===== config.mk =====
export PLATFORM = sky130hd
export DESIGN_NAME = dmem_port_arbiter
export DESIGN_NICKNAME = d
export VERILOG_FILES = /design/src/rtl/dmem_port_arbiter.sv
export SDC_FILE = /design/constraint.sdc
export NUM_CORES = 1
export LEC_CHECK = 0
export BUFFER_PORTS_ARGS = -buffer_cell sky130_fd_sc_hd__buf_2
export CAP_MARGIN = 20
export CORE_AREA = 2 2 121 123
export DETAILED_ROUTE_END_ITERATION = 8
export DIE_AREA = 0 0 123 125
export PLACE_DENSITY = 0.61
export REMOVE_ABC_BUFFERS = 1
export SYNTH_ARGS = -nofsm -noshare
export SYNTH_HDL_FRONTEND = slang
export SYNTH_SLANG_ARGS = --single-unit

===== constraint.sdc =====
create_clock -name clock_mem -period 3.45 [get_ports clock_mem]
set_clock_uncertainty 0.05 [all_clocks]
set_input_delay 0.69 -clock clock_mem [delete_from_list [all_inputs] [get_ports clock_mem]]
set_output_delay 0.69 -clock clock_mem [all_outputs]
set_load 0.01 [all_outputs]

===== src/rtl/dmem_port_arbiter.sv =====
// Two-requester arbiter for the single-cycle data memory port: A has priority,
// B is guaranteed a grant after STARVE_LIMIT consecutive A grants while it waits.
//
// state | meaning
// IDLE  | no response due this cycle
// RESP  | response for last cycle's accept is due; owner_b_q/is_write_q describe it
module dmem_port_arbiter #(
  parameter int STARVE_LIMIT = 4,
  parameter int CNT_W        = 4
) (
  input  logic             clock_mem,
  input  logic             rst,
  input  logic             a_req_valid,
  output logic             a_req_ready,
  input  logic [31:0]      a_addr,
  input  logic [31:0]      a_wdata,
  input  logic [3:0]       a_we,
  output logic             a_rsp_valid,
  output logic [31:0]      a_rdata,
  input  logic             b_req_valid,
  output logic             b_req_ready,
  input  logic [31:0]      b_addr,
  input  logic [31:0]      b_wdata,
  input  logic [3:0]       b_we,
  output logic             b_rsp_valid,
  output logic [31:0]      b_rdata,
  output logic [31:0]      mem_addr,
  output logic [31:0]      mem_wdata,
  output logic [3:0]       mem_we,
  input  logic [31:0]      mem_rdata,
  output logic [CNT_W-1:0] starve_cnt
);

  typedef enum logic {IDLE, RESP} state_t;

  localparam logic [CNT_W-1:0] LIMIT = CNT_W'(STARVE_LIMIT);

  state_t      state_q, state_d;
  logic        owner_b_q, owner_b_d;
  logic        is_write_q, is_write_d;
  logic        win_a, win_b, accept;
  logic        in_resp, rsp_a, rsp_b;
  logic [31:0] rsp_data;
  logic [31:0] a_rdata_q, b_rdata_q;

  always_comb begin
    win_b = !rst && b_req_valid && (!a_req_valid || (starve_cnt == LIMIT));
    win_a = !rst && a_req_valid && !win_b;
  end

  assign a_req_ready = win_a;
  assign b_req_ready = win_b;
  assign accept      = win_a | win_b;

  always_comb begin
    mem_addr  = 32'h0;
    mem_wdata = 32'h0;
    mem_we    = 4'h0;
    if (win_b) begin
      mem_addr  = b_addr;
      mem_wdata = b_wdata;
      mem_we    = b_we;
    end else if (win_a) begin
      mem_addr  = a_addr;
      mem_wdata = a_wdata;
      mem_we    = a_we;
    end
  end

  always_comb begin
    state_d    = IDLE;
    owner_b_d  = owner_b_q;
    is_write_d = is_write_q;
    if (accept) begin
      state_d    = RESP;
      owner_b_d  = win_b;
      is_write_d = (mem_we != 4'h0);
    end
  end

  always_ff @(posedge clock_mem) begin
    if (rst) begin
      state_q    <= IDLE;
      owner_b_q  <= 1'b0;
      is_write_q <= 1'b0;
    end else begin
      state_q    <= state_d;
      owner_b_q  <= owner_b_d;
      is_write_q <= is_write_d;
    end
  end

  // Gating with rst drops a response that falls due while reset is asserted.
  assign in_resp  = (state_q == RESP) && !rst;
  assign rsp_a    = in_resp && !owner_b_q;
  assign rsp_b    = in_resp && owner_b_q;
  assign rsp_data = is_write_q ? 32'h0 : mem_rdata;

  assign a_rsp_valid = rsp_a;
  assign b_rsp_valid = rsp_b;
  assign a_rdata     = rsp_a ? rsp_data : a_rdata_q;
  assign b_rdata     = rsp_b ? rsp_data : b_rdata_q;

  always_ff @(posedge clock_mem) begin
    if (rst) begin
      a_rdata_q <= 32'h0;
      b_rdata_q <= 32'h0;
    end else begin
      if (rsp_a) a_rdata_q <= rsp_data;
      if (rsp_b) b_rdata_q <= rsp_data;
    end
  end

  always_ff @(posedge clock_mem) begin
    if (rst) begin
      starve_cnt <= '0;
    end else if (win_b || !b_req_valid) begin
      starve_cnt <= '0;
    end else if (win_a && (starve_cnt != LIMIT)) begin
      starve_cnt <= starve_cnt + 1'b1;
    end
  end

endmodule


# After elaboration in Yosys (flattened, before gate mapping)
# Cells that the tools add are included.
[op_classes] n_addsub=1 multipliers=0 div=0 n_lt_le_gt_ge=0 eq_ne=2 n_shift=0 n_mux=10 n_bitwise=1 n_reduce_logical=17
[ops] operator="$mux W32" count=7
[ops] operator="$logic_and A1 B1 Y1" count=8
[ops] operator="$mux W4" count=2
[ops] operator="$logic_not A1 Y1" count=5
[ops] operator="$add A4 B1 Y4 const B" count=1
[ops] operator="$eq A4 B3 Y1 const B" count=1
[ops] operator="$ne A4 B3 Y1 const B" count=1
[ops] operator="$reduce_bool A4 Y1" count=1
[ops] operator="$logic_or A1 B1 Y1" count=2
[ops] operator="$reduce_or A2 Y1" count=1
[ops] operator="$mux W1" count=1
[ops] operator="$or A1 B1 Y1" count=1
[word_totals] register_bits=71 latchBits=0 ram_bits=0 mem_bits_ro=0 in_bits=172 output_inout_bits=140 n_memories=0

# Logic depth before layout (Yosys ltp)
# Gate-level depths: netlist of the first run.
[depth] word_depth=8 mapped_depth=6

# Worst setup path before layout of the first run
# No wires, ideal clock.
[synth_timing] path_type="in2out" from="input port rst" to="output port mem_addr[12]" t_arrival_ns=1.683 path_slack_ns=1.027 path_stages=4 n_path_buf=1 cell_sequence="nand2b_1 > a41oi_2 > clkbuf_1 > a22o_1"
[synth_between] elab_chain_len=7
[synth_rtl] item="start: declaration" line="12" text="input logic rst,"
[synth_rtl] item="$logic_not A1 Y1 *" line="47, 48"
[synth_rtl] item="$logic_and A1 B1 Y1 (2 in series)" line="47" text="win_b = !rst && b_req_valid && (!a_req_valid || (starve_cnt == LIMIT));"
[synth_rtl] item="$logic_not A1 Y1" line="48" text="win_a = !rst && a_req_valid && !win_b;"
[synth_rtl] item="$logic_and A1 B1 Y1 *" line="48"
[synth_rtl] item="net a_req_ready" line="14" text="output logic a_req_ready,"
[synth_rtl] item="$mux W32 *" line="63" text="end else if (win_a) begin"
[synth_rtl] item="$mux W32 *" line="59" text="if (win_b) begin"
[synth_rtl] item="end: declaration" line="27" text="output logic [31:0] mem_addr,"
# The timed path passes the listed nets; every way through them passes the cells marked *.

# Worst setup path in the final report of the first run
[layout_timing] from="register starve_cnt[0]" to="output port mem_addr[22]"
[layout_between] elab_chain_len=7
[layout_rtl] item="start: declaration" line="31" text="output logic [CNT_W-1:0] starve_cnt"
[layout_rtl] item="start signal: assignment" line="120" text="starve_cnt <= starve_cnt + 1'b1;"
[layout_rtl] item="$eq A4 B3 Y1 *" line="47"
[layout_rtl] item="$logic_or A1 B1 Y1 *" line="47"
[layout_rtl] item="$logic_and A1 B1 Y1 *" line="47"
[layout_rtl] item="$logic_not A1 Y1" line="48"
[layout_rtl] item="$logic_and A1 B1 Y1" line="48"
[layout_rtl] item="$mux W32" line="63"
[layout_rtl] item="$mux W32 *" line="59"
# Mark *: on every way between the ends. The rest lies on a longest branch, timed or not.

==> results.sh, run 1 <==
export IMPL_via_count=4479
export IMPL_p_int_w=0.00164
export IMPL_clk_pin_slew_ps=60
export IMPL_outcome="finished clean"
export IMPL_grt_pass1_vias=3990
export IMPL_routed_wirelength_mm=14.5
export IMPL_dp_hpwl_mm=11.4
export IMPL_fin_setup_tns_ps=0
export IMPL_tightest_slew_ps=697
export IMPL_rsz0062_at_grt="false"
export IMPL_grt_ovfl_total=0
export IMPL_whs_ps=412
export IMPL_post_cts_setup_buffers=0
export IMPL_netSwitchingPower_w=0.000563
export IMPL_grt_pass1_wl_mm=21.5
export IMPL_first_pass_iters=5
export IMPL_clock_sinks=71
export IMPL_synth_cell_types=29
export IMPL_critPathKind="register to output port"
export IMPL_drc=0
export IMPL_hold_buffers=0
export IMPL_gp_congestion=0.833
export IMPL_power_frac_clock_pct=42.2
export IMPL_synth_area_um2=3810
export IMPL_switching_share_pct=25.6
export IMPL_cap_violations=0
export IMPL_start_util_pct=26.8
export IMPL_cp_start_kind="register"
export IMPL_cp_max_fo=52
export IMPL_io_buffers=311
export IMPL_cp_required_ps=2710
export IMPL_critPathCaptureType="output port"
export IMPL_drt_antenna_violating_nets=0
export IMPL_post_drt_wl_per_cell_um=14.8
export IMPL_ys_seq_area_share_pct=37.3
export IMPL_synth_seq_cells=71
export IMPL_rows=44
export IMPL_core_um2=14200
export IMPL_die_w_um=123
export IMPL_drt_iter0_drc=182
export IMPL_final_hold_viol_count=0
export IMPL_ios=312
export IMPL_numCtsBuffers=9
export IMPL_nNetsFinal=965
export IMPL_die_h_um=125
export IMPL_ys_warn_count=0
export IMPL_fmax_mhz=344
export IMPL_maxSlewViolCount=0
export IMPL_clockBufferDepth=2
export IMPL_relSlewSlack_pct=53.5
export IMPL_p_comb_share_pct=19.4
export IMPL_rrSetupSlack_ps=1810
export IMPL_cts_tree="built"
export IMPL_viasPerCell=4.58
export IMPL_period_needed_ps=2910
export IMPL_clock_latency_ps=330
export IMPL_p_leak_nw=3.29
export IMPL_synth_cells=498
export IMPL_hold_path_class="register to register"
export IMPL_cp_arrival_ps=2170
export IMPL_dieArea_um2=15400
export IMPL_htree_levels=3
export IMPL_postSynthAreaPerCell_um2=7.65
export IMPL_area_growth_pct=53.7
export IMPL_finalPower_w=0.00220
export IMPL_ir_drop_uv=190
export IMPL_seqPwrFrac_pct=38.4
export IMPL_antenna_found_initial=2
export IMPL_diodes=0
export IMPL_setup_violations=0
export IMPL_power_density_nw_per_um2=376
export IMPL_grt_usage_pct=18.0
export IMPL_finalCritPeriodShare_pct=84.2
export IMPL_grt_start_max_net_pins=66
export IMPL_cts_root_buffer="clkbuf_16"
export IMPL_cts_resized=0
export IMPL_n_fill_cell=1533
export IMPL_layout_drive_gt1_share_pct=47.8
through the flow:
step,utilization [%],worst slack [ps],area (um2),instances
final,41.2,544,5850,979
after global routing,41.2,417,5850,979
after CTS,41.2,497,5850,979
after detailed placement,39.1,594,5560,964
after global placement,39.1,577,5560,964
after floorplan,-,-1260,3630,460
cells by family after synthesis:
group	after synthesis	share of synthesized area [%]
AND/OR/NAND/NOR	240	30.8
AO/OA/AOI/OAI	139	25.5
flip-flops	71	37.3
buffers and inverters	45	5.42
adder cells (fa/ha/maj)	2	0.657
XOR/XNOR	1	0.230
registers in the layout, indices dropped and copies added, names as in the netlist:
name and cells:
starve_cnt 4, b_rdata_q 32, a_rdata_q 32, owner_b_q 1
state_q 1, is_write_q 1
metal layers:
| metal | part of all wire (%) | vias to the layer above | global-route usage (%) |
|---|---|---|---|
| li1 | - | 2282 | - |
| met1 | 40 | 2018 | 21.2 |
| met2 | 50 | 161 | 31.1 |
| met3 | 9.1 | 16 | 5.98 |
| met4 | 0.98 | 2 | 4.55 |
| met5 | 0.089 | - | 0 |
placed cells by master, fill, tap and decap left out, drive strengths merged, types with 5 or more instances in the layout:
cell      n
dfxtp    71
nor2      5
inv       7
clkbuf   12
nand2   128
buf     320
or2      62
a21oi    66
nand2b   35
a22o     68
final cells by class:
class	count	area, um2	share of cell area (%)
Clock inverter	3	42.5	0.727
Tap cell	184	230	3.93
Sequential cell	71	1420	24.3
Clock buffer	12	256	4.38
Multi-Input combinational cell	382	2200	37.6
Inverter	7	26.3	0.449
Timing Repair Buffer	320	1670	28.6
critical path, stage by stage, from the launching register on:
cell      delay [ps]
dfxtp_1          340
inv_1             70
ha_1             230
nand3b_1         190
a21oi_4          280
buf_12           260
a22o_1           290
buf_2            170
final timing paths:
check / startpoint / end / cells past startpoint
max: starve_cnt[0] / mem_addr[22] / 7
min: b_rdata_q[13] / b_rdata_q[13] / 2
max reg2reg: owner_b_q / a_rdata_q[4] / 4
min reg2reg: b_rdata_q[13] / b_rdata_q[13] / 2
Yosys cell counts (all sizes together):
cell type	n	area share (%)
or2	62	10
o21ai	1	0.13
xnor2	1	0.23
nand3	1	0.13
a211oi	1	0.20
or3b	1	0.23
or4	2	0.39
nor4	1	0.16
a21oi	66	8.7
nor2	5	0.49
and3	1	0.16
inv	7	0.69
nand3b	2	0.39
a22o	68	16
nand2	128	13
a211o	1	0.23
a31o	1	0.23
nand2b	35	5.7
dfxtp	71	37
ha	2	0.66
clkbuf	22	2.2
a41oi	1	0.43
nand4	1	0.16
nor2b	1	0.16
buf	16	2.5
power groups by stage:
stage / combinational, W / clock [W] / sequential (W)
floorplan: 0.000185 / 0 / 0.000865
global placement: 0.000433 / 0 / 0.000862
detailed placement: 0.000433 / 0 / 0.000863
CTS: 0.000434 / 0.000957 / 0.000845
global route: 0.000468 / 0.000986 / 0.000846
finish: 0.000428 / 0.000929 / 0.000845
(Power assumes the default switching activity.)
==> inputs of run 2 (changes only) <==
--- a/config.mk
+++ b/config.mk
@@ -7,9 +7,9 @@
 export LEC_CHECK = 0
 export BUFFER_PORTS_ARGS = -buffer_cell sky130_fd_sc_hd__buf_2
 export CAP_MARGIN = 20
-export CORE_AREA = 2 2 121 123
+export CORE_AREA = 2 2 123 125
 export DETAILED_ROUTE_END_ITERATION = 8
-export DIE_AREA = 0 0 123 125
+export DIE_AREA = 0 0 125 127
 export PLACE_DENSITY = 0.61
 export REMOVE_ABC_BUFFERS = 1
 export SYNTH_ARGS = -nofsm -noshare
==> constraint.sdc (replaced) <==
create_clock -name clock_mem -period 2.3 [get_ports clock_mem]
set_clock_uncertainty 0.05 [all_clocks]
set_input_delay 0.46 -clock clock_mem [delete_from_list [all_inputs] [get_ports clock_mem]]
set_output_delay 0.46 -clock clock_mem [all_outputs]
set_load 0.01 [all_outputs]
==> results.sh, run 2 (synthesis results as in run 1) <==
export IMPL_multi_input_area_um2=2450
export IMPL_numCtsBuffers=9
export IMPL_tightest_slew_ps=590
export IMPL_relSlewSlack_pct=60.7
export IMPL_cts_root_buffer="clkbuf_16"
export IMPL_final_hold_viol_count=0
export IMPL_ios=312
export IMPL_hold_buffers=0
export IMPL_maxSlewViolCount=0
export IMPL_routed_wirelength_mm=17.4
export IMPL_cp_required_ps=1790
export IMPL_io_buffers=311
export IMPL_viasPerCell=4.65
export IMPL_clockBufferDepth=2
export IMPL_setup_violations=80
export IMPL_clock_sinks=71
export IMPL_first_pass_iters=4
export IMPL_drt_iter0_drc=211
export IMPL_critPathCaptureType="output port"
export IMPL_post_drt_wl_per_cell_um=16.9
export IMPL_final_cell_mix="buf_2, nand2_1, dfxtp_1"
export IMPL_p_leak_nw=3.79
export IMPL_worst_path_largest_cell_delay_ps=320
export IMPL_rsz0062_at_grt="true"
export IMPL_final_area_um2=7070
export IMPL_layout_commonest_cell="buf_2"
export IMPL_crit_reg2reg_launch="owner_b_q"
export IMPL_dieArea_um2=15900
export IMPL_gp_congestion=0.787
export IMPL_fmax_mhz=412
export IMPL_clock_latency_ps=330
export IMPL_nNetsFinal=1013
export IMPL_grt_usage_pct=18.9
export IMPL_reg_largest_list="a_rdata_q x32, b_rdata_q x32, starve_cnt x4"
export IMPL_layout_drive_gt1_share_pct=57.3
export IMPL_period_needed_ps=2430
export IMPL_htree_levels=3
export IMPL_finalCritPeriodShare_pct=105
export IMPL_grt_pass1_wl_mm=23.5
export IMPL_cp_arrival_ps=1920
export IMPL_grt_ovfl_total=0
export IMPL_n_fill_cell=1459
export IMPL_crit_chain="inv_2 > ha_4 > nand3b_1 > a21oi_4 > buf_12 > buf_16 > a22o_1 > buf_2"
export IMPL_cap_violations=0
export IMPL_drt_antenna_violating_nets=0
export IMPL_setup_ws_ps=-126
export IMPL_critPathKind="register to output port"
export IMPL_fin_util_pct=49.0
export IMPL_clk_pin_slew_ps=60
export IMPL_die_h_um=127
export IMPL_power_density_nw_per_um2=497
export IMPL_rrSetupSlack_ps=800
export IMPL_core_um2=14400
export IMPL_worstHoldStart="rst"
export IMPL_register_area_um2=1430
export IMPL_violations="negative setup slack"
export IMPL_rows=44
export IMPL_ir_drop_uv=285
export IMPL_cp_max_fo=7
export IMPL_outcome="complete, but fails checks"
export IMPL_grt_start_max_net_pins=52
export IMPL_cp_num_buf_inv=4
export IMPL_hold_path_class="input pin to register"
export IMPL_die_w_um=125
export IMPL_grt_pass1_vias=4316
export IMPL_path_delay_family="buffers and inverters"
export IMPL_crit_path_top_delay_cell="dfxtp_2"
export IMPL_start_util_pct=26.4
export IMPL_critPathLaunch="starve_cnt[0]"
export IMPL_dp_hpwl_mm=12.1
export IMPL_place_area_um2=5690
export IMPL_antenna_found_initial=4
export IMPL_via_count=4791
export IMPL_cp_start_kind="register"
export IMPL_drc=0
export IMPL_cts_tree="built"
export IMPL_area_growth_pct=85.5
[run 2: path summary, 6_finish.rpt]
| path | endpoint | depth (start not counted) |
|---|---|---|
| worst min register to register | a_rdata_q[11] | 2 |
| worst max-delay path | mem_wdata[14] | 8 |
| worst min-delay path | a_rdata_q[19] | 3 |
| worst max register to register | a_rdata_q[14] | 4 |
[run 2: per-layer routing]
metal,routed length (um),vias up,global-route usage [%]
met4,428,4,7.19
met5,19,-,0
met1,6760,2206,21.2
met2,8980,170,33.7
li1,-,2388,-
met3,1210,23,5.78
[run 2: metrics by stage]
stage	setup WS, ps	hold WS, ps	instances	setup TNS (ps)	power (W)
after floorplan	-2100	388	460	-158660	0.00158
after global placement	-1.10	401	980	-1.29	0.00196
after detailed placement	-13.5	406	980	-71.1	0.00196
after CTS	-132	408	1008	-2880	0.00346
after global routing	-181	347	1028	-11130	0.00367
final	-126	351	1030	-3400	0.00352
[run 2: worst reg2reg max path, stage by stage (launching register included)]
cell and delay [ps]:
dfxtp_2 330, or3b_4 470, clkbuf_16 210, or2_1 220
a21oi_1 140
[run 2: report_power, final]
part | internal, W | switching (W) | total, W
logic | 0.000436 | 0.000376 | 0.000812
registers | 0.00126 | 0.0000242 | 0.00128
clock network | 0.000896 | 0.000523 | 0.00142
[run 2: final cells by class]
cell class	instances	share of cell area, %
multi-input combinational	382	34.6
sequential	71	20.2
clock inverter	5	0.797
inverter	7	0.372
antenna	2	0.0708
clock buffer	11	3.58
tap	184	3.26
timing repair buffer	368	37.1
[run 2: what timing repair did]
action	in CTS	in global routing
endpoints found under the setup margin	134	112
gates cloned	6	7
buffers inserted	6	13
resized for setup	24	139
pin swaps	13	32
